**src/rtl/demux_dist.sv**
```systemverilog
// Ten-slot word distributor: words are steered into registered slots either by
// an auto-incrementing pointer or by an explicit select, and collected as frames.
module demux_dist #(
  parameter int WIDTH = 16
) (
  input  logic             clk,
  input  logic             rst,
  input  logic [WIDTH-1:0] in_data,
  input  logic             in_valid,
  output logic             in_ready,
  input  logic [6:0]       sel,
  input  logic             auto_mode,
  input  logic             clear,
  input  logic             frame_ack,
  output logic [WIDTH-1:0] demux_out_0,
  output logic [WIDTH-1:0] demux_out_1,
  output logic [WIDTH-1:0] demux_out_2,
  output logic [WIDTH-1:0] demux_out_3,
  output logic [WIDTH-1:0] demux_out_4,
  output logic [WIDTH-1:0] demux_out_5,
  output logic [WIDTH-1:0] demux_out_6,
  output logic [WIDTH-1:0] demux_out_7,
  output logic [WIDTH-1:0] demux_out_8,
  output logic [WIDTH-1:0] demux_out_9,
  output logic [9:0]       slot_valid,
  output logic             frame_done,
  output logic             err_sel
);

  localparam logic [0:0] FILL = 1'b0;
  localparam logic [0:0] FULL = 1'b1;
  localparam int         NSLOT = 10;

  logic [0:0]       state_q, state_d;
  logic [WIDTH-1:0] slot_q [NSLOT];
  logic [WIDTH-1:0] slot_d [NSLOT];
  logic [9:0]       valid_q, valid_d;
  logic [3:0]       ptr_q, ptr_d;
  logic             done_q, done_d;
  logic             err_q, err_d;

  assign in_ready = (state_q == FILL);

  // Priority is clear, then frame_ack, then a data write; writes only land in FILL.
  always_comb begin
    state_d = state_q;
    slot_d  = slot_q;
    valid_d = valid_q;
    ptr_d   = ptr_q;
    done_d  = 1'b0;
    err_d   = 1'b0;

    if (clear) begin
      state_d = FILL;
      for (int i = 0; i < NSLOT; i++) slot_d[i] = '0;
      valid_d = '0;
      ptr_d   = '0;
    end else if (state_q == FULL) begin
      if (frame_ack) begin
        state_d = FILL;
        valid_d = '0;
        ptr_d   = '0;
      end
    end else if (in_valid) begin
      if (auto_mode) begin
        slot_d[ptr_q]  = in_data;
        valid_d[ptr_q] = 1'b1;
        ptr_d          = (ptr_q == 4'd9) ? 4'd0 : ptr_q + 4'd1;
      end else if (sel < 7'd10) begin
        slot_d[sel[3:0]]  = in_data;
        valid_d[sel[3:0]] = 1'b1;
      end else begin
        err_d = 1'b1;
      end
      // The write that completes the frame flips to FULL on the same edge.
      if (valid_d == 10'h3FF) begin
        state_d = FULL;
        done_d  = 1'b1;
      end
    end
  end

  always_ff @(posedge clk) begin
    if (rst) begin
      state_q <= FILL;
      for (int i = 0; i < NSLOT; i++) slot_q[i] <= '0;
      valid_q <= '0;
      ptr_q   <= '0;
      done_q  <= 1'b0;
      err_q   <= 1'b0;
    end else begin
      state_q <= state_d;
      slot_q  <= slot_d;
      valid_q <= valid_d;
      ptr_q   <= ptr_d;
      done_q  <= done_d;
      err_q   <= err_d;
    end
  end

  assign demux_out_0 = slot_q[0];
  assign demux_out_1 = slot_q[1];
  assign demux_out_2 = slot_q[2];
  assign demux_out_3 = slot_q[3];
  assign demux_out_4 = slot_q[4];
  assign demux_out_5 = slot_q[5];
  assign demux_out_6 = slot_q[6];
  assign demux_out_7 = slot_q[7];
  assign demux_out_8 = slot_q[8];
  assign demux_out_9 = slot_q[9];
  assign slot_valid  = valid_q;
  assign frame_done  = done_q;
  assign err_sel     = err_q;

endmodule

```
**config.mk**
```make
export PLATFORM = sky130hd
export DESIGN_NAME = demux_dist
export DESIGN_NICKNAME = d
export VERILOG_FILES = /design/src/rtl/demux_dist.sv
export SDC_FILE = /design/constraint.sdc
export NUM_CORES = 1
export LEC_CHECK = 0
export BUFFER_PORTS_ARGS = -buffer_cell sky130_fd_sc_hd__buf_2
export CORE_UTILIZATION = 46
export DETAILED_ROUTE_END_ITERATION = 12
export GPL_TIMING_DRIVEN = 0
export PLACE_DENSITY = 0.77
export SYNTH_ARGS = -nofsm -noshare
export SYNTH_HDL_FRONTEND = slang
export SYNTH_SLANG_ARGS = --single-unit
```
**constraint.sdc**
```tcl
create_clock -name clk -period 1.71 [get_ports clk]
set_input_delay 0.171 -clock clk [delete_from_list [all_inputs] [get_ports clk]]
set_output_delay 0.171 -clock clk [all_outputs]
set_load 0.1 [all_outputs]
```
Yosys cells after proc, flatten, opt, wreduce, memory -nomap -nowiden
Index checks and enable logic that the tools add are counted.
Cells by class
  $add $sub $neg: 1
  equality and inequality tests: 3
  muxes and demuxes: 30
  $lt $le $gt $ge: 9
  bitwise operators: 6
  reduce and logical (&&, ||, !) cells: 13
Operators with widths (number)
  $bwmux 160: 2
  $mux 160: 2
  $demux 16 s4: 2
  $mux 10: 8
  $mux 16: 2
  $mux 4: 5
  $or 10x10->10: 2
  $eq 10x10->1 const B: 1
  $ge 5x5->1 const B: 2
  $lt 4x5->1 const B: 2
  $lt 5x1->1 const B: 2
  $not 4->5: 2
  $demux 1 s4: 2
  $ge 4x1->1 const B: 2
  $lt 7x4->1 const B: 1
  $mux 1: 7
  $reduce_and 3->1: 2
  $reduce_bool 2->1: 3
  $reduce_or 5->1: 1
  $add 4x1->4 const B: 1
  $eq 4x4->1 const B: 1
  $logic_and 1x1->1: 4
  $reduce_or 3->1: 1
  $ne 2x2->1 const B: 1
  other kinds (3): 4
Word-level totals
  word-level logic and storage cells: 77
  register bits after elaboration: 177
  output and inout bits: 173
  input port bits: 29

Depth between registers and ports, before layout
Gate-level depths: netlist (run 1).
  word-level depth: 14
  mapped depth: 8
  gate-level depth less buffers: 5

Worst setup path before layout (run 1)
OpenSTA, ideal clock, no wires.
  path type: reg-to-reg
  from: reg state_q
  to: reg slot_q (netlist bit demux_out_4[13])
  period minus slack after synthesis: 2.296 ns
  data required time: 1.582 ns
  cell stages (with the launch flop): 9
  path slack: -0.586 ns
  library setup time: 0.128 ns
  path buffers: 3
  arrival: 2.168 ns
  cells stage by stage: dfxtp_1 -> clkbuf_1 -> inv_1 -> nand2_2 -> nor3_1 -> buf_4 -> buf_6 -> mux2i_1 -> nor2_1
Between the ends
  word-level cells in the longest chain between the ends: 2
Ends and longest elaborated chain
  from (decl): RTL line 34  | logic [0:0] state_q, state_d;
  from (signal assigned): RTL line 92  | state_q <= state_d;
  $not 1->1 (no line)
  named net in_ready: RTL line 10  | output logic in_ready,
  $reduce_and 3->1 (no line)
  to (signal assigned): RTL line 93  | slot_q <= slot_d;
  to (decl): RTL line 35  | logic [WIDTH-1:0] slot_q [NSLOT];
The timed path passes the listed nets, and every way through them passes these cells.
A chain may end at the register's enable or synchronous reset.

Worst setup path in the final report (run 1)
  from: reg ptr_q[1]
  to: reg slot_q (netlist bit demux_out_3[12])
Between the ends
  word-level cells in the longest chain between the ends: 7
  elaborated cells on any way between the ends: 8
  those cells by class: 2 x order compare; 4 x mux; 1 x bitwise; 1 x reduce/logical
Ends and longest elaborated chain
  from (decl): RTL line 38  | logic [3:0] ptr_q, ptr_d;
  from (signal assigned): RTL line 95  | ptr_q <= ptr_d;
  $not 4->5 (implied by the code) *: RTL line 66  | slot_d[ptr_q] = in_data;
  $ge 5x5->1 (implied by the code) / $lt 5x1->1 (equally long branches): RTL line 66
  $logic_and 1x1->1 (implied by the code): RTL line 66
  $mux 16 (implied by the code): RTL line 66
  $demux 16 s4 *: RTL line 66
  $bwmux 160 *: RTL line 66
  $mux 160 *: RTL line 65  | if (auto_mode) begin
Every way passes the cells marked *; elsewhere a longest branch is shown, timed or not.

==> run summary, run 1 <==
run status -> finished with violations
failing checks -> negative setup slack
core area -> 14,500 µm²
top post-synthesis cells by area -> dfxtp_1 (52%), mux2i_1 (24%), nor2_1 (9.3%)
area of the multi-input gates -> 3010 µm²
register-to-register setup slack -> -80 ps
Synth Area in Simple Gates -> 14.2%
Critical Path Start -> ptr_q[1]$_SDFFE_PP0P_
HPWL after DPL -> 13,500 µm
Reg area -> 3560 µm²
Final Util -> 63.7%
share of synthesized area spent on multiplexers -> 23.5%
most frequent cells after synthesis -> dfxtp_1 (177), nor2_1 (168), mux2i_1 (160)
port bufs -> 184
Reg clk slew, reported paths -> 70 ps
fraction of layout cells with a size suffix above 1 -> 34.3%
Power Dens Cells -> 924 nW/µm²
FF-to-FF End -> demux_out_3[12]$_SDFFE_PP0P_
Setup Skew -> 5.50 ps
post-synthesis xor/xnor area fraction -> 0%
final setup fails -> 31
synthesized instance count -> 670
most frequent CP cell -> buf_12
min Tclk post-route -> 1790 ps
FF-to-FF Start -> ptr_q[1]$_SDFFE_PP0P_
Starting DRT DRC Count -> 432
GPL Wtd Cong -> 0.974
Mapped Area -> 6810 µm²
routed wire length -> 20,400 µm
dpl cells -> 1,038
area post-placement -> 8000 µm²
FF-to-FF path depth -> 9
Layout Nets -> 934
number of synthesized flops with an enable pin -> 0
number of global-route vias before repair -> 5,221
most frequent cell after synthesis -> dfxtp_1
Final period util -> 105%
clk sink count -> 177
Non-Filler Instances -> 1,102
Critical Path RT -> 2010 ps
Yosys reg bits -> 177
worst min path class -> input pin to flip-flop
fillers -> 1,208
RSZ-0062 raised after global routing -> yes
Synth Net Count -> 699
maximum clock path buffer count -> 2
largest family of logic cells by synthesized area -> multiplexers
WP buf/inv -> 4
GR Util All Layers -> 25.8%
Skew-Pair Late Insertion Delay -> 430 ps
cell taking the most area after synthesis -> dfxtp_1
CP cell instances -> buf_6, and3b_2, a22oi_2, nor3_2, buf_4, buf_12, buf_12, mux2i_1, nor2_1
CP arrival -> 2090 ps
Synthesis Warnings -> 0
adder-cell share of the synthesized area -> 0%
largest net degree at the start of global routing -> 18
# H-tree levels -> 4
critical path's top delay family -> buffers and inverters
proportion of synthesized chip area in sequential cells -> 52.0%
max-cap viol count -> 0
# DRC -> 0
Worst-Margin Slew -> 829 ps
ys flop type -> dfxtp_1
final hold violations -> 0
Worst Setup Path Type -> flip-flop to flip-flop
compound-cell area share of the yosys netlist -> 4.65%
Crit Path Max Fanout -> 5
max_slew headroom -> 44.8%
Row Count -> 44
ys async rst share -> 0%
crit path max-delay cell type -> dfxtp_4
CTS Buf Count -> 17
wire per inst -> 18.6 µm
CTS tree -> done
setup ws final -> -80.9 ps
Hold Crit Depth -> 3
post-synthesis average cell area -> 10.2 µm²
crit end category -> flip-flop
synth unique cells -> 49
Ports -> 202
Max Clock Freq -> 0.558 GHz
Max Transition Viols Final -> 0
via count -> 5,738
Initial Util -> 47.1%
ANT nets after route -> 0
maximum VDD drop -> 0.000668 V
# diodes -> 0
die width -> 124 µm
worst hold slack -> 50.9 ps
Finished Cell Area -> 9220 µm²
die area -> 15,300 µm²
first-pass GRT wire length -> 29,200 µm
CTS root buf -> clkbuf_16
Synth top area share -> 52.0%
area grow syn2layout -> 35.3%
grt total ovfl -> 0
end point of the critical path -> demux_out_3[12]$_SDFFE_PP0P_
Vias/cell -> 5.21
dpl ws -> -396 ps
DR pass1 iterations -> 5
initial antenna violation count -> 0
die height -> 124 µm
Crit. path cell count -> 9
startpoint class of the critical path -> flip-flop
Leak Pwr -> 4.26 nW
hold_buf cts -> 0
critical path's largest stage delay -> 340 ps
## through the flow
step / power (W) / setup TNS [ps]
after global placement: 0.00471 / -22060
after global routing: 0.00874 / -6080
final: 0.00852 / -842
after floorplan: 0.00456 / -11000
after CTS: 0.00852 / -508
after detailed placement: 0.00471 / -22330
## flip-flops by register name, summed over array words and instances, names as in the netlist
name         cells
demux_out_0     16
demux_out_1     16
demux_out_2     16
demux_out_3     16
demux_out_4     16
demux_out_5     16
demux_out_6     16
demux_out_7     16
demux_out_8     16
demux_out_9     16
slot_valid      10
ptr_q            4
err_sel          1
frame_done       1
state_q          1
## worst register-to-register path, delay by kind of cell (launching register included)
kind / cells / cell delay (ps)
simple gates: 3 / 370
flops: 1 / 340
buf+inv: 4 / 570
compound gates: 1 / 250
mux: 1 / 140
## how the worst min path moves through the flow
| stage | start | to |
|---|---|---|
| after global routing | frame_ack | state_q$_SDFF_PP0_ |
| after floorplan | frame_ack | state_q$_SDFF_PP0_ |
| after detailed placement | slot_valid[7]$_SDFFE_PP0P_ | slot_valid[7]$_SDFFE_PP0P_ |
| final | frame_ack | state_q$_SDFF_PP0_ |
| after global placement | slot_valid[7]$_SDFFE_PP0P_ | slot_valid[7]$_SDFFE_PP0P_ |
| after CTS | frame_ack | state_q$_SDFF_PP0_ |
## layout by cell type (no fill, tap or decap), drive strengths merged, types with 2 or more instances in the layout
cell and instances:
dfxtp 177, a22oi 5, o21bai 2, nor2 169
nor2b 5, a32o 2, a21o 2, nor3b 2
nand3b 2, nand2b 2, a32oi 2, and2 4
nand2 7, a21boi 3, o21ai 8, mux2i 160
nand3 5, clkinvlp 2, buf 241, or3 4
inv 11, clkinv 6, o21a 6, a211o 2
clkbuf 54, bufinv 2, a21oi 11, nor3 9
## layout make-up
| class | count | area share, % |
|---|---|---|
| buffer | 54 | 4.60 |
| clock buffer | 21 | 4.89 |
| clock inverter | 11 | 1.41 |
| inverter | 10 | 0.448 |
| multi-input combinational | 425 | 32.7 |
| sequential | 177 | 38.6 |
| tap | 184 | 2.50 |
| timing repair buffer | 220 | 14.9 |
## kinds of logic (layout without fill, tap and decap cells)
family,after synthesis,in the layout
AO/OA/AOI/OAI,46,46
buffers and inverters,68,316
AND/OR/NAND/NOR,219,219
multiplexers,160,160
flip-flops,177,177
## timing repair
action / CTS / global route
pin swaps: 6 / 9
resized for setup: 36 / 28
endpoints found under the setup margin: 140 / 152
setup buffers: 22 / 9
cloned: 1 / 5
## layer usage
metal  up-vias  GRT usage [%]  wire length [µm]
met5         -              0                 0
met4         0           11.0               458
met3        33           6.14              1250
met2       205           40.3              9600
met1      2774           34.0              9140
li1       2726              -                 -
## where the power goes
group	switching [W]	internal, W
Sequential	0.00000870	0.00413
Clock	0.00164	0.00220
Combinational	0.000384	0.000151
No activity file was read; power rests on OpenSTA's default activity.
==> run 2: changes to the inputs <==
--- a/config.mk
+++ b/config.mk
@@ -12,2 +12,3 @@
 export PLACE_DENSITY = 0.77
+export RECOVER_POWER = 100
 export SYNTH_ARGS = -nofsm -noshare
--- a/constraint.sdc
+++ b/constraint.sdc
@@ -3,2 +3,2 @@
 set_output_delay 0.171 -clock clk [all_outputs]
-set_load 0.1 [all_outputs]
+set_load 0.02 [all_outputs]
==> run summary, run 2 (synthesized netlist as in run 1, its figures left out) <==
first-pass GRT wire length -> 29,600 µm
dpl cells -> 1,038
WP buf/inv -> 3
RSZ-0062 raised after global routing -> yes
worst min path class -> input pin to flip-flop
final hold violations -> 0
register-to-register setup slack -> -50 ps
ANT nets after route -> 0
clk sink count -> 177
Crit Path Max Fanout -> 7
Initial Util -> 47.1%
wire per inst -> 18.7 µm
Reg clk slew, reported paths -> 70 ps
# diodes -> 0
final setup fails -> 6
largest net degree at the start of global routing -> 18
FF-to-FF path depth -> 8
FF-to-FF End -> demux_out_3[1]$_SDFFE_PP0P_
Layout Nets -> 929
maximum clock path buffer count -> 2
min Tclk post-route -> 1760 ps
DR pass1 iterations -> 9
port bufs -> 184
core area -> 14,500 µm²
max_slew headroom -> 43.3%
routed wire length -> 20,500 µm
Max Clock Freq -> 0.568 GHz
maximum VDD drop -> 0.000682 V
CTS tree -> done
startpoint class of the critical path -> flip-flop
CTS Buf Count -> 17
setup ws final -> -49.3 ps
GR Util All Layers -> 26.4%
area grow syn2layout -> 29.9%
die width -> 124 µm
hold_buf cts -> 0
number of global-route vias before repair -> 5,390
run status -> finished with violations
critical path's largest stage delay -> 360 ps
Hold EP -> state_q$_SDFF_PP0_
Worst-Margin Slew -> 850 ps
initial antenna violation count -> 0
CP arrival -> 2050 ps
most frequent cells in the layout -> clkbuf_1 (200), dfxtp_1 (172), nor2_1 (167)
Ports -> 202
HPWL after DPL -> 14,000 µm
Power Dens Cells -> 924 nW/µm²
hold path start -> frame_ack
Skew-Pair Late Insertion Delay -> 430 ps
grt total ovfl -> 0
via count -> 5,715
CTS root buf -> clkbuf_16
Worst Setup Path Type -> flip-flop to flip-flop
Critical Path Start -> ptr_q[1]$_SDFFE_PP0P_
fraction of layout cells with a size suffix above 1 -> 15.3%
Starting DRT DRC Count -> 339
Max Transition Viols Final -> 0
crit end category -> flip-flop
die area -> 15,300 µm²
GPL Wtd Cong -> 0.913
Vias/cell -> 5.21
# DRC -> 1
# H-tree levels -> 4
Row Count -> 44
FF-to-FF Start -> ptr_q[1]$_SDFFE_PP0P_
Critical Path RT -> 2010 ps
crit path max-delay cell type -> dfxtp_2
Setup Skew -> 7.97 ps
critical path's top delay family -> simple AND/OR/NAND/NOR gates
max-cap viol count -> 0
die height -> 124 µm
Non-Filler Instances -> 1,097
CP cell instances -> buf_6, and3b_2, a22oi_2, nor3_2, buf_4, buf_8, mux2i_1, nor2_1
failing checks -> design-rule violations, negative setup slack
Setup TNS -> -106 ps
Hold Crit Depth -> 3
Final period util -> 103%
commonest non-fill, non-tap cell in the layout -> clkbuf_1
Leak Pwr -> 3.43 nW
==> run 2: stage by stage <==
stage | worst slack (ps) | utilization [%] | area, µm² | hold slack (ps) | power, W
3_5_place_dp | -354 | 55.0 | 7970 | 467 | 0.00463
4_1_cts | -14.7 | 60.3 | 8740 | 20.6 | 0.00820
5_1_grt | -103 | 61.1 | 8850 | 53.6 | 0.00841
3_3_place_gp | -385 | 55.0 | 7970 | 452 | 0.00463
2_1_floorplan | 3.07 | - | 6810 | 342 | 0.00448
6_report | -49.3 | 61.1 | 8850 | 37.4 | 0.00818
==> run 2: per-layer routing <==
metal	GRT usage [%]	vias to the layer above	part of all wire [%]
li1	-	2710	-
met5	0	-	0
met1	33.0	2773	44
met2	43.6	197	48
met3	5.82	35	5.7
met4	11.1	0	2.2
==> run 2: area by class of cell <==
type | count | area, µm²
Clock buffer | 22 | 464
Sequential cell | 177 | 3550
Timing Repair Buffer | 215 | 1060
Tap cell | 184 | 230
Multi-Input combinational cell | 425 | 3010
Inverter | 10 | 37.5
Buffer | 54 | 413
Fill cell | 1319 | 5630
Clock inverter | 10 | 77.6
==> run 2: repair_timing <==
item                       in CTS  in global routing
setup endpoints to repair     150                125
setup buffers                  13                 14
pin swaps                       4                 15
gates resized for setup        33                 37
cloned                          0                  4
==> run 2: worst register-to-register path, stage by stage (launching register included) <==
cell and delay (ps):
dfxtp_2 360, buf_6 130, and3b_2 220, a22oi_2 100, nor3_2 200, buf_4 180
buf_8 140, mux2i_1 250, nor2_1 60
==> run 2: worst max path at each step <==
| stage | endpoint | slack (ps) | cells after the start |
|---|---|---|---|
| after floorplan | demux_out_0[5]$_SDFFE_PP0P_ | 3 | 8 |
| after detailed placement | demux_out_0[5]$_SDFFE_PP0P_ | -350 | 9 |
| after global routing | demux_out_5[10]$_SDFFE_PP0P_ | -100 | 8 |
| final | demux_out_3[1]$_SDFFE_PP0P_ | -50 | 8 |
| after CTS | demux_out_0[5]$_SDFFE_PP0P_ | -10 | 8 |
| after global placement | demux_out_0[10]$_SDFFE_PP0P_ | -380 | 8 |
==> run 2: where the power goes <==
part	total [W]	internal [W]	switching (W)
sequential	0.00414	0.00413	0.00000785
combinational	0.000439	0.000138	0.000301
clock	0.00360	0.00195	0.00165
total	0.00818	0.00622	0.00196
